--- src/rtl/riscv_decode_pkg.sv ---
// riscv_decode_pkg
// Shared definitions for the RV32I decode stage:
//   - major opcode constants
//   - bit positions of the 38 one-hot operation strobes carried on op_o
//   - skid-buffer state enumeration
//   - packed record stored per buffered (already decoded) instruction
package riscv_decode_pkg;

  localparam logic [6:0] OPC_LUI    = 7'b0110111;
  localparam logic [6:0] OPC_AUIPC  = 7'b0010111;
  localparam logic [6:0] OPC_JAL    = 7'b1101111;
  localparam logic [6:0] OPC_JALR   = 7'b1100111;
  localparam logic [6:0] OPC_BRANCH = 7'b1100011;
  localparam logic [6:0] OPC_LOAD   = 7'b0000011;
  localparam logic [6:0] OPC_STORE  = 7'b0100011;
  localparam logic [6:0] OPC_OPIMM  = 7'b0010011;
  localparam logic [6:0] OPC_OP     = 7'b0110011;
  localparam logic [6:0] OPC_SYSTEM = 7'b1110011;

  localparam int NUM_OPS = 38;

  localparam int OP_BEQ   = 0;
  localparam int OP_BNE   = 1;
  localparam int OP_BLT   = 2;
  localparam int OP_BGE   = 3;
  localparam int OP_BLTU  = 4;
  localparam int OP_BGEU  = 5;
  localparam int OP_JAL   = 6;
  localparam int OP_JALR  = 7;
  localparam int OP_LUI   = 8;
  localparam int OP_AUIPC = 9;
  localparam int OP_LB    = 10;
  localparam int OP_LH    = 11;
  localparam int OP_LW    = 12;
  localparam int OP_LBU   = 13;
  localparam int OP_LHU   = 14;
  localparam int OP_SB    = 15;
  localparam int OP_SH    = 16;
  localparam int OP_SW    = 17;
  localparam int OP_ADDI  = 18;
  localparam int OP_SLTI  = 19;
  localparam int OP_SLTIU = 20;
  localparam int OP_XORI  = 21;
  localparam int OP_ORI   = 22;
  localparam int OP_ANDI  = 23;
  localparam int OP_SLLI  = 24;
  localparam int OP_SRLI  = 25;
  localparam int OP_SRAI  = 26;
  localparam int OP_ADD   = 27;
  localparam int OP_SUB   = 28;
  localparam int OP_SLL   = 29;
  localparam int OP_SLT   = 30;
  localparam int OP_SLTU  = 31;
  localparam int OP_XOR   = 32;
  localparam int OP_SRL   = 33;
  localparam int OP_SRA   = 34;
  localparam int OP_OR    = 35;
  localparam int OP_AND   = 36;
  localparam int OP_ECALL = 37;

  typedef enum logic [1:0] {
    ST_EMPTY = 2'd0,
    ST_ONE   = 2'd1,
    ST_FULL  = 2'd2
  } state_e;

  typedef struct packed {
    logic [31:0]        pc;
    logic [4:0]         rs1;
    logic [4:0]         rs2;
    logic [4:0]         rd;
    logic [31:0]        imm;
    logic [NUM_OPS-1:0] op;
    logic               is_jump;
    logic               use_imm;
    logic               illegal;
  } dec_entry_t;

endpackage

--- src/rtl/riscv_decode_comb.sv ---
// riscv_decode_comb
// Purely combinational RV32I decoder.
//   instr_i   : raw instruction word
//   op_o      : one-hot operation strobe (all-zero for unsupported encodings)
//   rs1_o/rs2_o/rd_o : register indices, zero where the format has no such field
//   imm_o     : sign-extended immediate of the format (zero-extended shamt for
//               shift-immediates, zero for R-type)
//   is_jump_o : jal or jalr
//   use_imm_o : ALU operand b comes from imm_o
//   illegal_o : unsupported encoding; only driven when RISCV_DECODE_ILLEGAL_EN
//               is defined, otherwise tied 0
// Unsupported encodings produce an all-zero record (apart from illegal_o).
module riscv_decode_comb
  import riscv_decode_pkg::*;
(
  input  logic [31:0]        instr_i,
  output logic [NUM_OPS-1:0] op_o,
  output logic [4:0]         rs1_o,
  output logic [4:0]         rs2_o,
  output logic [4:0]         rd_o,
  output logic [31:0]        imm_o,
  output logic               is_jump_o,
  output logic               use_imm_o,
  output logic               illegal_o
);

  logic [6:0]  opcode;
  logic [2:0]  funct3;
  logic [6:0]  funct7;
  logic [31:0] imm_i, imm_s, imm_b, imm_u, imm_j, imm_sh;

  assign opcode = instr_i[6:0];
  assign funct3 = instr_i[14:12];
  assign funct7 = instr_i[31:25];

  assign imm_i  = {{20{instr_i[31]}}, instr_i[31:20]};
  assign imm_s  = {{20{instr_i[31]}}, instr_i[31:25], instr_i[11:7]};
  assign imm_b  = {{19{instr_i[31]}}, instr_i[31], instr_i[7], instr_i[30:25], instr_i[11:8], 1'b0};
  assign imm_u  = {instr_i[31:12], 12'b0};
  assign imm_j  = {{11{instr_i[31]}}, instr_i[31], instr_i[19:12], instr_i[20], instr_i[30:21], 1'b0};
  assign imm_sh = {27'b0, instr_i[24:20]};

  always_comb begin
    op_o      = '0;
    rs1_o     = '0;
    rs2_o     = '0;
    rd_o      = '0;
    imm_o     = '0;
    use_imm_o = 1'b0;

    case (opcode)
      OPC_LUI: begin
        op_o[OP_LUI] = 1'b1;
        rd_o = instr_i[11:7]; imm_o = imm_u; use_imm_o = 1'b1;
      end
      OPC_AUIPC: begin
        op_o[OP_AUIPC] = 1'b1;
        rd_o = instr_i[11:7]; imm_o = imm_u; use_imm_o = 1'b1;
      end
      OPC_JAL: begin
        op_o[OP_JAL] = 1'b1;
        rd_o = instr_i[11:7]; imm_o = imm_j; use_imm_o = 1'b1;
      end
      OPC_JALR: begin
        op_o[OP_JALR] = (funct3 == 3'b000);
        rd_o = instr_i[11:7]; rs1_o = instr_i[19:15]; imm_o = imm_i; use_imm_o = 1'b1;
      end
      OPC_BRANCH: begin
        case (funct3)
          3'b000: op_o[OP_BEQ]  = 1'b1;
          3'b001: op_o[OP_BNE]  = 1'b1;
          3'b100: op_o[OP_BLT]  = 1'b1;
          3'b101: op_o[OP_BGE]  = 1'b1;
          3'b110: op_o[OP_BLTU] = 1'b1;
          3'b111: op_o[OP_BGEU] = 1'b1;
          default: ;
        endcase
        // The ALU compares rs1/rs2; the B-immediate goes to the branch adder.
        rs1_o = instr_i[19:15]; rs2_o = instr_i[24:20]; imm_o = imm_b;
      end
      OPC_LOAD: begin
        case (funct3)
          3'b000: op_o[OP_LB]  = 1'b1;
          3'b001: op_o[OP_LH]  = 1'b1;
          3'b010: op_o[OP_LW]  = 1'b1;
          3'b100: op_o[OP_LBU] = 1'b1;
          3'b101: op_o[OP_LHU] = 1'b1;
          default: ;
        endcase
        rd_o = instr_i[11:7]; rs1_o = instr_i[19:15]; imm_o = imm_i; use_imm_o = 1'b1;
      end
      OPC_STORE: begin
        case (funct3)
          3'b000: op_o[OP_SB] = 1'b1;
          3'b001: op_o[OP_SH] = 1'b1;
          3'b010: op_o[OP_SW] = 1'b1;
          default: ;
        endcase
        rs1_o = instr_i[19:15]; rs2_o = instr_i[24:20]; imm_o = imm_s; use_imm_o = 1'b1;
      end
      OPC_OPIMM: begin
        imm_o = imm_i;
        case (funct3)
          3'b000: op_o[OP_ADDI]  = 1'b1;
          3'b010: op_o[OP_SLTI]  = 1'b1;
          3'b011: op_o[OP_SLTIU] = 1'b1;
          3'b100: op_o[OP_XORI]  = 1'b1;
          3'b110: op_o[OP_ORI]   = 1'b1;
          3'b111: op_o[OP_ANDI]  = 1'b1;
          3'b001: begin
            op_o[OP_SLLI] = (funct7 == 7'b0000000);
            imm_o = imm_sh;
          end
          3'b101: begin
            // instr[30] selects arithmetic shift; other funct7 bits must be 0.
            op_o[OP_SRLI] = (funct7 == 7'b0000000);
            op_o[OP_SRAI] = (funct7 == 7'b0100000);
            imm_o = imm_sh;
          end
          default: ;
        endcase
        rd_o = instr_i[11:7]; rs1_o = instr_i[19:15]; use_imm_o = 1'b1;
      end
      OPC_OP: begin
        case ({funct7, funct3})
          10'b0000000_000: op_o[OP_ADD]  = 1'b1;
          10'b0100000_000: op_o[OP_SUB]  = 1'b1;
          10'b0000000_001: op_o[OP_SLL]  = 1'b1;
          10'b0000000_010: op_o[OP_SLT]  = 1'b1;
          10'b0000000_011: op_o[OP_SLTU] = 1'b1;
          10'b0000000_100: op_o[OP_XOR]  = 1'b1;
          10'b0000000_101: op_o[OP_SRL]  = 1'b1;
          10'b0100000_101: op_o[OP_SRA]  = 1'b1;
          10'b0000000_110: op_o[OP_OR]   = 1'b1;
          10'b0000000_111: op_o[OP_AND]  = 1'b1;
          default: ;
        endcase
        rd_o = instr_i[11:7]; rs1_o = instr_i[19:15]; rs2_o = instr_i[24:20];
      end
      OPC_SYSTEM: begin
        op_o[OP_ECALL] = (instr_i == 32'h0000_0073);
        use_imm_o = 1'b1;
      end
      default: ;
    endcase

    // Any encoding that did not select an operation yields an all-zero record.
    if (op_o == '0) begin
      rs1_o     = '0;
      rs2_o     = '0;
      rd_o      = '0;
      imm_o     = '0;
      use_imm_o = 1'b0;
    end
  end

  assign is_jump_o = op_o[OP_JAL] | op_o[OP_JALR];

`ifdef RISCV_DECODE_ILLEGAL_EN
  assign illegal_o = (op_o == '0);
`else
  assign illegal_o = 1'b0;
`endif

endmodule

--- src/rtl/riscv_decode_stage.sv ---
// riscv_decode_stage
// RV32I decode stage: instructions are decoded on entry and stored in a
// 2-entry skid buffer (EMPTY/ONE/FULL) between fetch and execute.
//   clk, rst                          : clock, synchronous active-high reset
//   fetch_valid_i/fetch_ready_o       : fetch-side handshake (ready is a flop)
//   fetch_instr_i, fetch_pc_i         : offered instruction and its PC
//   flush_i                           : drop everything held and the current offer
//   dec_valid_o/dec_ready_i           : execute-side handshake
//   dec_pc_o, rs1_o, rs2_o, rd_o, imm_o, op_o, is_jump_o, use_imm_o, illegal_o
//                                     : decoded fields of the head entry
// Optional build macro: RISCV_DECODE_ILLEGAL_EN enables illegal_o reporting.
module riscv_decode_stage
  import riscv_decode_pkg::*;
#(
  parameter int XLEN = 32
) (
  input  logic               clk,
  input  logic               rst,
  input  logic               fetch_valid_i,
  input  logic [31:0]        fetch_instr_i,
  input  logic [XLEN-1:0]    fetch_pc_i,
  output logic               fetch_ready_o,
  input  logic               flush_i,
  output logic               dec_valid_o,
  input  logic               dec_ready_i,
  output logic [XLEN-1:0]    dec_pc_o,
  output logic [4:0]         rs1_o,
  output logic [4:0]         rs2_o,
  output logic [4:0]         rd_o,
  output logic [XLEN-1:0]    imm_o,
  output logic [NUM_OPS-1:0] op_o,
  output logic               is_jump_o,
  output logic               use_imm_o,
  output logic               illegal_o
);

  state_e     state_q, state_d;
  logic       fetch_ready_q, fetch_ready_d;
  // head_q is what execute sees; tail_q only holds data in FULL.
  dec_entry_t head_q, head_d;
  dec_entry_t tail_q, tail_d;
  dec_entry_t new_entry;
  logic       accept, consume;

  assign new_entry.pc = fetch_pc_i;

  riscv_decode_comb u_comb (
    .instr_i   (fetch_instr_i),
    .op_o      (new_entry.op),
    .rs1_o     (new_entry.rs1),
    .rs2_o     (new_entry.rs2),
    .rd_o      (new_entry.rd),
    .imm_o     (new_entry.imm),
    .is_jump_o (new_entry.is_jump),
    .use_imm_o (new_entry.use_imm),
    .illegal_o (new_entry.illegal)
  );

  assign accept  = fetch_valid_i && fetch_ready_q;
  assign consume = (state_q != ST_EMPTY) && dec_ready_i;

  always_comb begin
    state_d = state_q;
    head_d  = head_q;
    tail_d  = tail_q;
    if (flush_i) begin
      // Flush wins over any simultaneous accept or consume.
      state_d = ST_EMPTY;
      head_d  = '0;
      tail_d  = '0;
    end else begin
      case (state_q)
        ST_EMPTY: begin
          if (accept) begin
            head_d  = new_entry;
            state_d = ST_ONE;
          end
        end
        ST_ONE: begin
          case ({accept, consume})
            2'b10: begin
              tail_d  = new_entry;
              state_d = ST_FULL;
            end
            2'b01: state_d = ST_EMPTY;
            2'b11: head_d  = new_entry;
            default: ;
          endcase
        end
        ST_FULL: begin
          // fetch_ready_q is low here, so only a consume can happen.
          if (consume) begin
            head_d  = tail_q;
            state_d = ST_ONE;
          end
        end
        default: state_d = ST_EMPTY;
      endcase
    end
    // Registered ready: depends on next state only, never on dec_ready_i directly.
    fetch_ready_d = (state_d != ST_FULL);
  end

  always_ff @(posedge clk) begin
    if (rst) begin
      state_q       <= ST_EMPTY;
      fetch_ready_q <= 1'b1;
      head_q        <= '0;
      tail_q        <= '0;
    end else begin
      state_q       <= state_d;
      fetch_ready_q <= fetch_ready_d;
      head_q        <= head_d;
      tail_q        <= tail_d;
    end
  end

  assign fetch_ready_o = fetch_ready_q;
  assign dec_valid_o   = (state_q != ST_EMPTY);
  assign dec_pc_o      = head_q.pc;
  assign rs1_o         = head_q.rs1;
  assign rs2_o         = head_q.rs2;
  assign rd_o          = head_q.rd;
  assign imm_o         = head_q.imm;
  assign op_o          = head_q.op;
  assign is_jump_o     = head_q.is_jump;
  assign use_imm_o     = head_q.use_imm;
  assign illegal_o     = head_q.illegal;

endmodule

--- config.mk ---
export PLATFORM = sky130hd
export DESIGN_NAME = riscv_decode_stage
export DESIGN_NICKNAME = d
export VERILOG_FILES = /design/src/rtl/riscv_decode_pkg.sv /design/src/rtl/riscv_decode_comb.sv /design/src/rtl/riscv_decode_stage.sv
export SDC_FILE = /design/constraint.sdc
export NUM_CORES = 1
export LEC_CHECK = 0
export BUFFER_PORTS_ARGS = -buffer_cell sky130_fd_sc_hd__buf_4
export CAP_MARGIN = 25
export CORE_ASPECT_RATIO = 0.5
export CORE_MARGIN = 10
export CORE_UTILIZATION = 30
export CTS_BUF_LIST = sky130_fd_sc_hd__clkbuf_8
export DETAILED_ROUTE_END_ITERATION = 6
export SLEW_MARGIN = 20
export SYNTH_ARGS = -nofsm -noshare
export SYNTH_HDL_FRONTEND = slang
export SYNTH_SLANG_ARGS = --single-unit
export TNS_END_PERCENT = 30
--- constraint.sdc ---
create_clock -name clk -period 3.1 [get_ports clk]
set_input_delay 0.31 -clock clk [delete_from_list [all_inputs] [get_ports clk]]
set_output_delay 0.31 -clock clk [all_outputs]
set_load 0.01 [all_outputs]
==> flow_summary_export.csv <==
group,metric,value,unit
route,routed_via_density,5.02,
place,io_buffers,189,
yosys,ys.warnings.count,0,
power,cellInternalPower,0.00493,W
critical_path,crit_path_end_kind,"flop",
cells_and_area,drive_above_1_share,0.220,
route,drt_iter0_drc,655,
global_routing,antenna_found_initial,1,
yosys,syn_avg_cell_area,8.28,um^2
route,routedWlPerCell,17.5,um
sta,fmax,0.385,GHz
critical_path,r2r_cells,8,
yosys,ys_seq_elements,241,
route,totalWireLength,33.9,mm
critical_path,r2r-start,"state_q[0]",
outcome,status,"finished, final reports clean",
sta,grt_setup_unrepaired,"no",
route,ant_nets,0,
critical_path,crit_required,3.58,ns
sta,tns,0,ns
critical_path,startpoint_type,"input pin",
job,max_cap_viol_count,0,
min_path,holdCritStartpoint,"fetch_instr_i[26]",
sta,hold_viol,0,
power,peakVddDrop,0.208,mV
clock_network,cts.sinks,241,
critical_path,crit_buf_inv,3,
yosys,synth_cell_types,57,
global_routing,globalRouteTotalUtil,0.148,
clock_network,clk_pin_slew,0.07,ns
yosys,yosysSeqAreaShare,0.464,
yosys,postSynthCellCount,1256,
floorplan,fp.dieArea,0.0430,mm^2
min_path,hold_path_depth,2,
power,powerDensity,501,mW/mm^2
floorplan,fp.coreArea,0.0344,mm^2
yosys,yosys.area.top_type,"dfxtp_1",
clock_network,cts_tree,"yes",
clock_network,ctsRootBufferMaster,"clkbuf_8",
clock_network,cts.htree.levels,2,
route,first_pass_iters,5,
place,place_congestion,0.886,
sta,fin_crit_sh,0.838,
power,comb_power_share,0.108,
power,p_leak,5.20,nW
sta,relSlewSlack,0.374,
critical_path,crit_type,"in2reg",
critical_path,reg2reg_slack,0.83,ns
yosys,synth_area_leaders,"dfxtp_1, nand2_1, a21oi_1, nor2_1, a311oi_1",
sta,drv_slew,0,
global_routing,grt_max_degree,145,
yosys,synth_edf_count,0,
sta,finalClockSkew,0.0264,ns
floorplan,std_cell_rows,48,
yosys,synth_flop_cell,"dfxtp_1",
floorplan,ios,191,
power,seqPwrFrac,0.479,
floorplan,die-height,152,um
critical_path,max_stage_delay,0.57,ns
sta,fin_crit,2.60,ns
global_routing,grt_first_pass_wirelength,52.3,mm
yosys,synth_area,0.0104,mm^2
global_routing,overflow,0,
power,p_clk_frac,0.413,
clock_network,cts_setup_buffers,0,
route,drc_errors,0,
critical_path,worstPathMaxFanout,30,
yosys,async_flop_share,0,
critical_path,crit_arrival,3.08,ns
yosys,synth_top_cell_area_share,0.464,
min_path,worstHoldEndpoint,"tail_q[47]",
route,dr_total_vias,9711,
clock_network,cts.path.max_buffers,3,
clock_network,cts.repair.resized,0,
yosys,synth_nets,1327,
critical_path,crit_slowest_cell,"or4_4",
clock_network,numCtsBuffers,39,
critical_path,worstPathCellList,"dlygate4sd3_1 -> buf_4 -> or4_4 -> nor4b_2 -> nand2_1 -> a31oi_2 -> o31a_2 -> buf_12 -> nand3_1 -> a21oi_1",
clock_network,clk_latency,0.55,ns
min_path,hold_path.class,"in2reg",
power,switching_share,0.263,
floorplan,initial_core_util,0.303,
cells_and_area,fin_util,0.389,
sta,setup_viol,0,
cells_and_area,area_growth,28.3,%
global_routing,grt_pass1_vias,9059,
critical_path,crit_family,"simple AND/OR/NAND/NOR gates",
cells_and_area,fin_nets,1504,
sta,worst_pin_slew,0.940,ns
power,p_sw,0.00176,W
critical_path,r2r-end,"rd_o[4]",
floorplan,die_w,283,um
place,dp_hpwl,22.2,mm
==> worst max-delay path by stage <==
stage | startpoint | to | slack (ns) | cells past startpoint
floorplan | state_q[0] | rs1_o[1] | 0.72 | 9
global placement | fetch_instr_i[6] | rs1_o[2] | 0.56 | 8
detailed placement | fetch_instr_i[2] | imm_o[1] | 0.49 | 9
CTS | fetch_instr_i[25] | rs1_o[2] | 0.54 | 9
global route | fetch_instr_i[25] | imm_o[7] | 0.41 | 10
finish | fetch_instr_i[25] | imm_o[7] | 0.50 | 10
==> layout by cell type, fill, tap and decap left out, drive strengths merged, types with 48 or more instances in the layout <==
master and count:
buf 218, nand3 49, clkbuf 48, nand2 211
dfxtp 241, a21oi 114, nor3 49, o21ai 59
nor2 145, a311oi 50
==> through the flow <==
step	setup WS, ns	cell area, um^2	cells	hold WS [ns]	total power (W)
floorplan	0.723	10400	1256	0.425	0.00363
global placement	0.559	12200	1828	0.439	0.00395
detailed placement	0.488	12200	1828	0.445	0.00396
CTS	0.543	13300	1932	0.0101	0.00678
global route	0.415	13300	1933	0.0238	0.00699
finish	0.501	13300	1933	0.0375	0.00668
==> repair_timing <==
action | 4_1_cts | 5_1_grt
setup endpoints to repair | 0 | 0
hold buffers | 39 | 0
hold endpoints to repair | 39 | 0
==> per-layer routing <==
metal / track usage / routed length (um) / vias to the layer above
met4: 0.0466 / 760 / 0
met3: 0.0322 / 1710 / 55
met2: 0.265 / 17000 / 211
met1: 0.178 / 14500 / 4582
met5: 0 / 0 / -
li1: - / - / 4863
==> final cells by class <==
class / instances / area, um^2
sequential: 241 / 4820
multi-input combinational: 886 / 5050
antenna: 1 / 2.50
clock buffer: 48 / 661
inverter: 8 / 30.0
timing repair buffer: 257 / 2090
tap: 475 / 594
clock inverter: 17 / 93.8
fill: 3551 / 21000
==> Yosys cell counts, drive strengths merged, types with 8 or more instances <==
master	instances
a211oi	14
a21o	20
a21oi	114
a221oi	26
a22o	35
a311oi	50
a31oi	11
a32o	17
buf	28
clkbuf	91
dfxtp	241
inv	8
nand2	211
nand3	49
nor2	145
nor3	49
nor4	12
o21ai	59
o311ai	8
or3	8
==> power by group through the flow <==
stage | clock network, W | registers, W | logic (W)
floorplan | 0 | 0.00329 | 0.000344
global placement | 0 | 0.00327 | 0.000687
detailed placement | 0 | 0.00327 | 0.000690
CTS | 0.00285 | 0.00320 | 0.000733
global route | 0.00299 | 0.00320 | 0.000796
finish | 0.00276 | 0.00320 | 0.000725
==> worst register-to-register path, stage by stage (launching register included) <==
cell and delay, ns:
dfxtp_1 0.35, or2_2 0.33, nand2_1 0.09, inv_1 0.04, ha_1 0.22, a21oi_4 0.58
buf_4 0.35, a21oi_1 0.08, a21oi_1 0.15
==> sequential cells by signal, indices dropped and copies added, names as in the netlist, 2 cells and up <==
register,count
state_q,2
rd_o,5
dec_pc_o,32
rs1_o,5
imm_o,32
tail_q,119
rs2_o,5
op_o,38
==> cells by family after synthesis <==
logic type / after synthesis / share of synthesized area
mux: 2 / 0.00192
other cells: 1 / 0.000360
buf+inv: 129 / 0.0556
compound gates: 360 / 0.251
flops: 241 / 0.464
simple gates: 520 / 0.224
xor+xnor: 1 / 0.000842
fa+ha+maj: 2 / 0.00241
Note: power is estimated with default switching activity, not from simulation.
